File: src/rtl/pc_seq_pkg.sv
// pc_seq_pkg: shared types and constants for the program-counter sequencer.
//   state_t          : FSM encoding (ST_LOAD=0, ST_RUN=1, ST_HALT=2), also driven on state_o
//   STATE_W          : width of the state encoding
//   ALIGN_MASK_*     : low-address-bit masks used to reject misaligned redirect targets
//   DEFAULT_*_VEC    : default reset and trap vectors
//   is_misaligned()  : alignment test on the low target bits under a given mask
package pc_seq_pkg;

  localparam int unsigned STATE_W = 2;

  typedef enum logic [STATE_W-1:0] {
    ST_LOAD = 2'd0,
    ST_RUN  = 2'd1,
    ST_HALT = 2'd2
  } state_t;

  // Word-aligned targets for 4-byte instructions, halfword-aligned with compressed ones.
  localparam logic [1:0] ALIGN_MASK_WORD = 2'b11;
  localparam logic [1:0] ALIGN_MASK_HALF = 2'b01;

  localparam logic [31:0] DEFAULT_RESET_VEC = 32'h0000_0000;
  localparam logic [31:0] DEFAULT_TRAP_VEC  = 32'h0000_0100;

  function automatic logic is_misaligned(input logic [1:0] addr_lo, input logic [1:0] mask);
    return (addr_lo & mask) != 2'b00;
  endfunction

endpackage

File: src/rtl/pc_sequencer_if.sv
// pc_sequencer_if: fetch-control bundle between the pipeline front end and the
// program-counter sequencer.
//   Pipeline -> sequencer : loader_done_i, stall_i, redirect_valid_i, redirect_target_i,
//                           trap_valid_i, halt_i, resume_i
//                           (+ is_compressed_i when PC_COMPRESSED_EN is defined)
//   Sequencer -> pipeline : pc_o, pc_valid_o, misalign_o, misalign_addr_o, state_o
//   Modports: master = pipeline side, slave = sequencer side.
// Optional macro: PC_COMPRESSED_EN adds is_compressed_i.
interface pc_sequencer_if #(
  parameter int unsigned XLEN = 32
);
  import pc_seq_pkg::*;

  logic               loader_done_i;
  logic               stall_i;
  logic               redirect_valid_i;
  logic [XLEN-1:0]    redirect_target_i;
  logic               trap_valid_i;
  logic               halt_i;
  logic               resume_i;
`ifdef PC_COMPRESSED_EN
  logic               is_compressed_i;
`endif
  logic [XLEN-1:0]    pc_o;
  logic               pc_valid_o;
  logic               misalign_o;
  logic [XLEN-1:0]    misalign_addr_o;
  logic [STATE_W-1:0] state_o;

  modport master (
    output loader_done_i, stall_i, redirect_valid_i, redirect_target_i,
           trap_valid_i, halt_i, resume_i,
`ifdef PC_COMPRESSED_EN
    output is_compressed_i,
`endif
    input  pc_o, pc_valid_o, misalign_o, misalign_addr_o, state_o
  );

  modport slave (
    input  loader_done_i, stall_i, redirect_valid_i, redirect_target_i,
           trap_valid_i, halt_i, resume_i,
`ifdef PC_COMPRESSED_EN
    input  is_compressed_i,
`endif
    output pc_o, pc_valid_o, misalign_o, misalign_addr_o, state_o
  );

endinterface

File: src/rtl/pc_redirect_hold.sv
// pc_redirect_hold: single-entry buffer for a redirect that arrived during a stall.
//   clk, rst    : clock, asynchronous active-low reset (buffer empties)
//   load        : capture load_target (overwrites any held entry)
//   clear       : drop the held entry
//   load_target : redirect target to capture
//   valid       : an entry is held
//   target      : held redirect target
module pc_redirect_hold #(
  parameter int unsigned XLEN = 32
) (
  input  logic            clk,
  input  logic            rst,
  input  logic            load,
  input  logic            clear,
  input  logic [XLEN-1:0] load_target,
  output logic            valid,
  output logic [XLEN-1:0] target
);

  // load takes precedence so a fresh redirect is never lost to a same-cycle clear.
  always_ff @(posedge clk or negedge rst) begin
    if (!rst) begin
      valid  <= 1'b0;
      target <= '0;
    end else if (load) begin
      valid  <= 1'b1;
      target <= load_target;
    end else if (clear) begin
      valid  <= 1'b0;
    end
  end

endmodule

File: src/rtl/pc_sequencer.sv
// pc_sequencer: fetch program counter with boot gating (LOAD/RUN/HALT), trap vectoring,
// branch/jump redirect buffered across stalls, halt/resume and misaligned-target rejection.
//   clk, rst : clock, asynchronous active-low reset
//   bus      : pc_sequencer_if.slave (control inputs in, pc/valid/misalign/state out)
// Parameters: XLEN, RESET_VEC, TRAP_VEC, INSN_BYTES.
// Optional macro: PC_COMPRESSED_EN (2-byte step when is_compressed_i, halfword alignment).
// All outputs are registered; no combinational path from inputs to pc_o.
module pc_sequencer
  import pc_seq_pkg::*;
#(
  parameter int unsigned     XLEN       = 32,
  parameter logic [XLEN-1:0] RESET_VEC  = XLEN'(DEFAULT_RESET_VEC),
  parameter logic [XLEN-1:0] TRAP_VEC   = XLEN'(DEFAULT_TRAP_VEC),
  parameter int unsigned     INSN_BYTES = 4
) (
  input logic           clk,
  input logic           rst,
  pc_sequencer_if.slave bus
);

  state_t          state_q, state_d;
  logic [XLEN-1:0] pc_q, pc_d;
  logic            misalign_q, misalign_d;
  logic [XLEN-1:0] misalign_addr_q, misalign_addr_d;

  logic            hold_load, hold_clear, hold_valid;
  logic [XLEN-1:0] hold_target;
  logic [XLEN-1:0] step;
  logic [1:0]      align_mask;
  logic            redirect_bad, redirect_ok;

  pc_redirect_hold #(.XLEN(XLEN)) u_hold (
    .clk         (clk),
    .rst         (rst),
    .load        (hold_load),
    .clear       (hold_clear),
    .load_target (bus.redirect_target_i),
    .valid       (hold_valid),
    .target      (hold_target)
  );

`ifdef PC_COMPRESSED_EN
  assign step       = bus.is_compressed_i ? XLEN'(2) : XLEN'(INSN_BYTES);
  assign align_mask = ALIGN_MASK_HALF;
`else
  assign step       = XLEN'(INSN_BYTES);
  assign align_mask = ALIGN_MASK_WORD;
`endif

  assign redirect_bad = bus.redirect_valid_i &&  is_misaligned(bus.redirect_target_i[1:0], align_mask);
  assign redirect_ok  = bus.redirect_valid_i && !is_misaligned(bus.redirect_target_i[1:0], align_mask);

  always_ff @(posedge clk or negedge rst) begin
    if (!rst) begin
      state_q         <= ST_LOAD;
      pc_q            <= RESET_VEC;
      misalign_q      <= 1'b0;
      misalign_addr_q <= '0;
    end else begin
      state_q         <= state_d;
      pc_q            <= pc_d;
      misalign_q      <= misalign_d;
      misalign_addr_q <= misalign_addr_d;
    end
  end

  always_comb begin
    state_d         = state_q;
    pc_d            = pc_q;
    misalign_d      = 1'b0;
    misalign_addr_d = misalign_addr_q;
    hold_load       = 1'b0;
    hold_clear      = 1'b0;

    unique case (state_q)
      ST_LOAD: begin
        if (bus.trap_valid_i) begin
          pc_d       = TRAP_VEC;
          hold_clear = 1'b1;
          state_d    = ST_RUN;
        end else if (bus.loader_done_i) begin
          state_d = ST_RUN;
        end
      end

      ST_RUN: begin
        if (bus.trap_valid_i) begin
          pc_d       = TRAP_VEC;
          hold_clear = 1'b1;
        end else begin
          // A rejected target only raises the flag; the cycle then behaves as if
          // no redirect had been requested (buffered target or sequential step).
          if (redirect_bad) begin
            misalign_d      = 1'b1;
            misalign_addr_d = bus.redirect_target_i;
          end
          if (redirect_ok && !bus.stall_i) begin
            pc_d = bus.redirect_target_i;
          end else if (redirect_ok && bus.stall_i) begin
            hold_load = 1'b1;
          end else if (hold_valid && !bus.stall_i) begin
            pc_d       = hold_target;
            hold_clear = 1'b1;
          end else if (!bus.stall_i) begin
            pc_d = pc_q + step;
          end
        end
        // The PC update above still lands on the edge that enters HALT.
        if (bus.halt_i) begin
          state_d = ST_HALT;
        end
      end

      ST_HALT: begin
        if (bus.trap_valid_i) begin
          pc_d       = TRAP_VEC;
          hold_clear = 1'b1;
          state_d    = ST_RUN;
        end else if (bus.resume_i) begin
          state_d = ST_RUN;
        end
      end

      default: begin
        state_d = ST_LOAD;
        pc_d    = RESET_VEC;
      end
    endcase
  end

  assign bus.pc_o            = pc_q;
  assign bus.pc_valid_o      = (state_q == ST_RUN);
  assign bus.misalign_o      = misalign_q;
  assign bus.misalign_addr_o = misalign_addr_q;
  assign bus.state_o         = state_q;

endmodule

File: src/flat_wrapper.sv
// flat-port wrapper written by rule: the top's interface ports become plain ports
module pc_sequencer_flat import pc_seq_pkg::*;
#(
  parameter int unsigned     XLEN       = 32,
  parameter logic [XLEN-1:0] RESET_VEC  = XLEN'(DEFAULT_RESET_VEC),
  parameter logic [XLEN-1:0] TRAP_VEC   = XLEN'(DEFAULT_TRAP_VEC),
  parameter int unsigned     INSN_BYTES = 4
)
  (clk, rst, bus_loader_done_i, bus_stall_i, bus_redirect_valid_i, bus_redirect_target_i, bus_trap_valid_i, bus_halt_i, bus_resume_i, bus_pc_o, bus_pc_valid_o, bus_misalign_o, bus_misalign_addr_o, bus_state_o);
  pc_sequencer_if #(.XLEN(XLEN)) bus_i ();
  input logic clk;
  input logic rst;
  input wire logic [$bits(bus_i.loader_done_i)-1:0] bus_loader_done_i;
  input wire logic [$bits(bus_i.stall_i)-1:0] bus_stall_i;
  input wire logic [$bits(bus_i.redirect_valid_i)-1:0] bus_redirect_valid_i;
  input wire logic [$bits(bus_i.redirect_target_i)-1:0] bus_redirect_target_i;
  input wire logic [$bits(bus_i.trap_valid_i)-1:0] bus_trap_valid_i;
  input wire logic [$bits(bus_i.halt_i)-1:0] bus_halt_i;
  input wire logic [$bits(bus_i.resume_i)-1:0] bus_resume_i;
  output wire logic [$bits(bus_i.pc_o)-1:0] bus_pc_o;
  output wire logic [$bits(bus_i.pc_valid_o)-1:0] bus_pc_valid_o;
  output wire logic [$bits(bus_i.misalign_o)-1:0] bus_misalign_o;
  output wire logic [$bits(bus_i.misalign_addr_o)-1:0] bus_misalign_addr_o;
  output wire logic [$bits(bus_i.state_o)-1:0] bus_state_o;
  assign bus_i.loader_done_i = bus_loader_done_i;
  assign bus_i.stall_i = bus_stall_i;
  assign bus_i.redirect_valid_i = bus_redirect_valid_i;
  assign bus_i.redirect_target_i = bus_redirect_target_i;
  assign bus_i.trap_valid_i = bus_trap_valid_i;
  assign bus_i.halt_i = bus_halt_i;
  assign bus_i.resume_i = bus_resume_i;
  assign bus_pc_o = bus_i.pc_o;
  assign bus_pc_valid_o = bus_i.pc_valid_o;
  assign bus_misalign_o = bus_i.misalign_o;
  assign bus_misalign_addr_o = bus_i.misalign_addr_o;
  assign bus_state_o = bus_i.state_o;
  pc_sequencer #(.XLEN(XLEN), .RESET_VEC(RESET_VEC), .TRAP_VEC(TRAP_VEC), .INSN_BYTES(INSN_BYTES)) u_core (.clk(clk), .rst(rst), .bus(bus_i));
endmodule
File: config.mk
export PLATFORM = sky130hd
export DESIGN_NAME = pc_sequencer_flat
export DESIGN_NICKNAME = d
export VERILOG_FILES = /design/src/rtl/pc_seq_pkg.sv /design/src/rtl/pc_sequencer_if.sv /design/src/rtl/pc_redirect_hold.sv /design/src/rtl/pc_sequencer.sv /design/src/flat_wrapper.sv
export SDC_FILE = /design/constraint.sdc
export NUM_CORES = 1
export LEC_CHECK = 0
export CAP_MARGIN = 30
export CORE_ASPECT_RATIO = 0.5
export CORE_UTILIZATION = 30
export DETAILED_ROUTE_END_ITERATION = 8
export HOLD_SLACK_MARGIN = 0.06
export PLACE_DENSITY = 0.55
export SETUP_SLACK_MARGIN = 0.15
export SYNTH_ARGS = -nofsm -noshare
export SYNTH_HDL_FRONTEND = slang
export SYNTH_SLANG_ARGS = --single-unit
File: constraint.sdc
create_clock -name clk -period 3.8 [get_ports clk]
set_input_delay 0.57 -clock clk [delete_from_list [all_inputs] [get_ports clk]]
set_output_delay 0.57 -clock clk [all_outputs]
set_load 0.02 [all_outputs]
### Word level (Yosys, flattened, before mapping)

Cells that the tools add are included.

| word-level totals | value |
|---|---|
| register bits | 100 |
| latch bits | 0 |
| memory bits (writable) | 0 |
| bits in read-only memories | 0 |
| input port bits | 40 |
| logic and storage cells | 58 |
| memories kept | 0 |

| operators by class | value |
|---|---|
| add/sub/neg operators | 1 |
| multipliers | 0 |
| div/mod/pow operators | 0 |
| order comparisons | 0 |
| eq/ne operators | 8 |
| shifts and indexed selects | 0 |
| mux-type cells | 28 |
| bitwise operators | 1 |
| reduce and logical (&&, ||, !) cells | 14 |

Operators with widths:

| operator | number |
|---|---|
| two-way mux 32 bit | 6 |
| one-hot mux 32 bit (2 select lines) | 1 |
| adder 32 x 3 -> 32 bit, second input constant | 1 |
| two-way mux 1 bit | 14 |
| two-way mux 2 bit | 5 |
| AND reduction 3 bit | 3 |
| inequality test 3 bit, second input constant | 2 |
| one-hot mux 2 bit (3 select lines) | 1 |
| logical AND 1 bit | 5 |
| inequality test 5 x 3 -> 1 bit, second input constant | 1 |
| inequality test 4 x 3 -> 1 bit, second input constant | 1 |
| nonzero test 2 bit | 2 |
| equality test 2 x 1 -> 1 bit, second input constant | 1 |
| equality test 2 bit, second input constant | 1 |
| logical NOT 1 bit | 2 |
| logical NOT 2 bit | 1 |
| inequality test 2 x 1 -> 1 bit, second input constant | 1 |
| inequality test 2 bit, second input constant | 1 |
| one-hot mux 1 bit (2 select lines) | 1 |
| OR reduction 2 bit | 1 |
| NOT 1 bit | 1 |

### Depth between registers and ports, before layout

| logic depth | value |
|---|---|
| word-level depth | 10 |
| depth in mapped cells | 9 |
| mapped depth without buffers | 6 |

### Modules after synthesis

Synthesis repeated with hierarchy kept, for this count alone.

| unflattened totals | value |
|---|---|
| cells, all modules | 450 |
| area total of the unflattened synthesis | 5112.4 µm² |

Modules (own cells, without submodules):

| module | instances | cells each | area each (µm²) |
|---|---|---|---|
| pc_sequencer | 1 | 379 | 3734.8 |
| pc_redirect_hold | 1 | 71 | 1377.6 |

### Worst setup path before layout

No wires, ideal clock.

| path | value |
|---|---|
| path kind | input to register |
| start | in bus_redirect_target_i[1] |
| end | reg u_core.pc_q[2] (netlist: u_core.bus.pc_o[2]) |
| arrival time | 1823 ps |
| required time | 3677 ps |
| setup slack | 1854 ps |
| stages | 9 |
| buffers on the path | 4 |
| cells stage by stage | buf_6 or3b_1 buf_6 buf_2 buf_2 nor2_1 a31oi_1 o21ai_0 nand2_1 |

| between the ends | value |
|---|---|
| word-level cells in the longest chain between the ends | 7 |
| elaborated cells on any way between the ends | 11 |

Ends and longest elaborated chain:

| item | line | source |
|---|---|---|
| start: declaration | flat_wrapper.sv:16 | `input wire logic [$bits(bus_i.redirect_target_i)-1:0] bus_redirect_target_i;` |
| nonzero test 2 bit (*) | pc_seq_pkg.sv:25 | `return (addr_lo & mask) != 2'b00;` |
| logical NOT 1 bit (*) | pc_sequencer.sv:51 | `assign redirect_ok = bus.redirect_valid_i && !is_misaligned(bus.redirect_target_i[1:0], align_mask);` |
| logical AND 1 bit (*) | pc_sequencer.sv:51 |  |
| logical AND 1 bit | pc_sequencer.sv:97 | `if (redirect_ok && !bus.stall_i) begin` |
| two-way mux 32 bit | pc_sequencer.sv:97 |  |
| two-way mux 32 bit | pc_sequencer.sv:87 | `if (bus.trap_valid_i) begin` |
| one-hot mux 32 bit (2 select lines) | pc_sequencer.sv:75 | `unique case (state_q)` |
| end signal: assignment | pc_sequencer.sv:61 | `pc_q <= pc_d;` |
| end: declaration | pc_sequencer.sv:22 | `logic [XLEN-1:0] pc_q, pc_d;` |

Every way passes the cells marked *; elsewhere a longest branch is shown, timed or not.
A chain may end at the register's enable or synchronous reset.

### Worst setup path after layout

| path | value |
|---|---|
| start | in bus_redirect_target_i[1] |
| end | reg u_core.pc_q[28] (netlist: u_core.bus.pc_o[28]) |

Same word-level chain as after synthesis.

==> qor.yml <==
floorplanning:
  ios: 108
  dieArea_sq_um: 17990
  core_area_sq_um: 16720
  die_x_microns: 188.7
  row_count: 33
  die-height_microns: 95.34
  start_util: 0.3126
synth:
  yosysWarnings: 0
  yosysTopAreaCellShare: 0.4787
  synth_cell_type_count: 62
  syn_avg_cell_area_sq_um: 10.87
  synth_area_leaders: "dfrtp_1 48%, mux2_2 13%, nand2_1 2.8%, o21ai_0 2.6%, a21oi_1 2.5%"
  netlist_area_sq_um: 5228
  async_reset_ff_frac: 1.000
  synth_edf_count: 0
  ys.flop_type: "dfrtp_1"
  yosysSeqAreaShare: 0.4787
  yosys.area.top_type: "dfrtp_1"
  ys_seq_elements: 100
  syn_nets: 522
  syn_inst: 481
clock_network:
  clk_latency_ns: 0.34
  root_buffer: "clkbuf_16"
  cts_hold_buf: 0
  clock-sinks: 100
  clockBufferDepth: 2
  h-tree-depth: 3
  path_clk_slew_ns: 0.07
  ctsResizeCount: 0
  cts_buffers: 9
  post_cts_buffers: 0
  cts_tree: "yes"
detailed_routing:
  routed.top_layer: "met4"
  dr.pass1.iters: 6
  drcViolationCount: 0
  wl_met3_microns: 583
  via_count: 4410
  wire_per_inst_microns: 18.60
  viasPerCell: 5.465
  met1_length_microns: 7403
  wirelength_microns: 15010
  antenna_left: 0
  wl_met2_microns: 6885
  drt_iter0_markers: 395
sta:
  tightest_slew_ns: 0.9007
  maxSlewViolCount: 0
  hold_violations: 0
  fin_crit_ns: 2.591
  finalSetupViolCount: 0
  rsz0062_at_grt: "false"
  worst_slew_margin_rel: 0.3973
  fin_worst_skew_ns: 0.006615
  layout_setup_ws_ns: 1.209
  finalCritPeriodShare: 0.6818
  tns_ns: 0
  max_freq_mhz: 386.0
  hold_ws_ns: 0.3088
global_routing:
  grt_overflow_total: 0
  grt_max_degree: 63
  grt_pass1_wl_microns: 23890
  track_usage: 0.1721
  antenna_found_initial: 0
  grt_pass1_vias: 4284
placement:
  io_buffers: 107
  post-place-ws_ns: 0.8350
  place_area_sq_um: 6485
  gp_congestion: 0.7808
  post-dp-hpwl_microns: 10370
power:
  leakage_nw: 2.811
  pwr_density_cell_nw_per_um2: 590.9
  peakVddDrop_uv: 223.5
layout:
  drive_gt1_frac: 0.1914
  multi_input_area_sq_um: 2490
  final_cell_mix: "106 x clkdlybuf4s50_1, 100 x dfrtp_1, 60 x mux2_2"
  antenna_cells: 0
  mostFrequentLayoutCell: "clkdlybuf4s50_1"
  regArea_sq_um: 2502
  postLayoutCoreUtil: 0.4058
  final_nets: 617
  area_growth_pct: 29.80
  fillerInstances: 1624
  fin_area_sq_um: 6785
worst_setup_path:
  worst-path-max-fanout: 46
  required_ns: 4.03
  end_kind: "register"
  worstPathArrival_ns: 2.82
  start_kind: "primary input"
  critical_path_class: "primary input to register"
run:
  maxCapViolCount: 0
worst_hold_path:
  hp-class: "primary input to async pin"
outcome:
  status: "completed"
final timing paths:
| check | startpoint | to | slack [ns] | cells past startpoint |
|---|---|---|---|---|
| setup / recovery | bus_redirect_target_i[1] | u_core.bus.pc_o[28]$_DFFE_PN0P_ | 1.21 | 7 |
| hold / removal | rst | u_core.bus.misalign_addr_o[27]$_DFFE_PN0P_ | 0.31 | 1 |
| setup reg to reg | u_core.bus.pc_o[2]$_DFFE_PN0P_ | u_core.bus.pc_o[28]$_DFFE_PN0P_ | 1.29 | 6 |
| hold reg to reg | u_core.u_hold.target[0]$_DFFE_PN0P_ | u_core.u_hold.target[0]$_DFFE_PN0P_ | 0.49 | 1 |
| max in group asynchronous | rst | u_core.u_hold.target[18]$_DFFE_PN0P_ | 2.81 | 2 |
| min in group clk | u_core.u_hold.target[0]$_DFFE_PN0P_ | u_core.u_hold.target[0]$_DFFE_PN0P_ | 0.49 | 1 |
layout make-up:
type | count | share of cell area
Tap cell | 227 | 0.04186
Clock inverter | 5 | 0.009036
Multi-Input combinational cell | 335 | 0.3670
Sequential cell | 100 | 0.3688
Timing Repair Buffer | 118 | 0.1715
Inverter | 12 | 0.006638
Clock buffer | 10 | 0.03522
synth_stat cells (9+ instances only):
library cell and number:
buf_2 22, nor2_1 12, dfrtp_1 100, nand4_1 13, and3_1 12, o221ai_1 9
mux2_2 60, o311ai_0 10, nand3_1 22, o21ai_0 27, a21oi_1 26, nand2_1 39
inv_1 12
registers in the layout, summed over array words and instances, names as in the netlist:
register / count
u_core.bus.misalign_addr_o: 32
u_core.bus.pc_o: 32
u_core.u_hold.target: 32
u_core.bus.state_o: 2
u_core.bus.misalign_o: 1
u_core.u_hold.valid: 1
metal layers:
metal | up-vias | GRT usage
li1 | 2018 | -
met1 | 2274 | 0.2401
met2 | 110 | 0.2791
met3 | 8 | 0.02797
met4 | 0 | 0.04368
met5 | - | 0
worst max-delay path, stage by stage:
cell,delay (ns)
clkdlybuf4s50_1,0.64
or3b_1,0.16
buf_4,0.45
nand2b_4,0.27
o221ai_1,0.28
o21ai_0,0.13
a211o_1,0.31
cells by family (layout without fill, tap and decap cells):
logic type                 Yosys count  after routing  synth area share
DFF                                100            100            0.4787
adders and majority gates            1              1          0.002393
muxes                               62             62            0.1331
AOI/OAI and AO/OA                  129            129            0.1788
and+or+nand+nor                    139            139            0.1553
buffers and inverters               46            145           0.04499
xor gates and xnor gates             4              4          0.006701
where the power goes:
part	switching (mW)	internal (mW)
logic	0.677	0.742
registers	0.241	1.41
clock network	0.411	0.529
stage by stage:
stage                     cells  total power, mW
after CTS                   807            4.047
after floorplan             481            2.426
after global placement      791            3.069
after global routing        807            4.218
after detailed placement    792            3.096
final                       807            4.009
(Power assumes the default switching activity.)
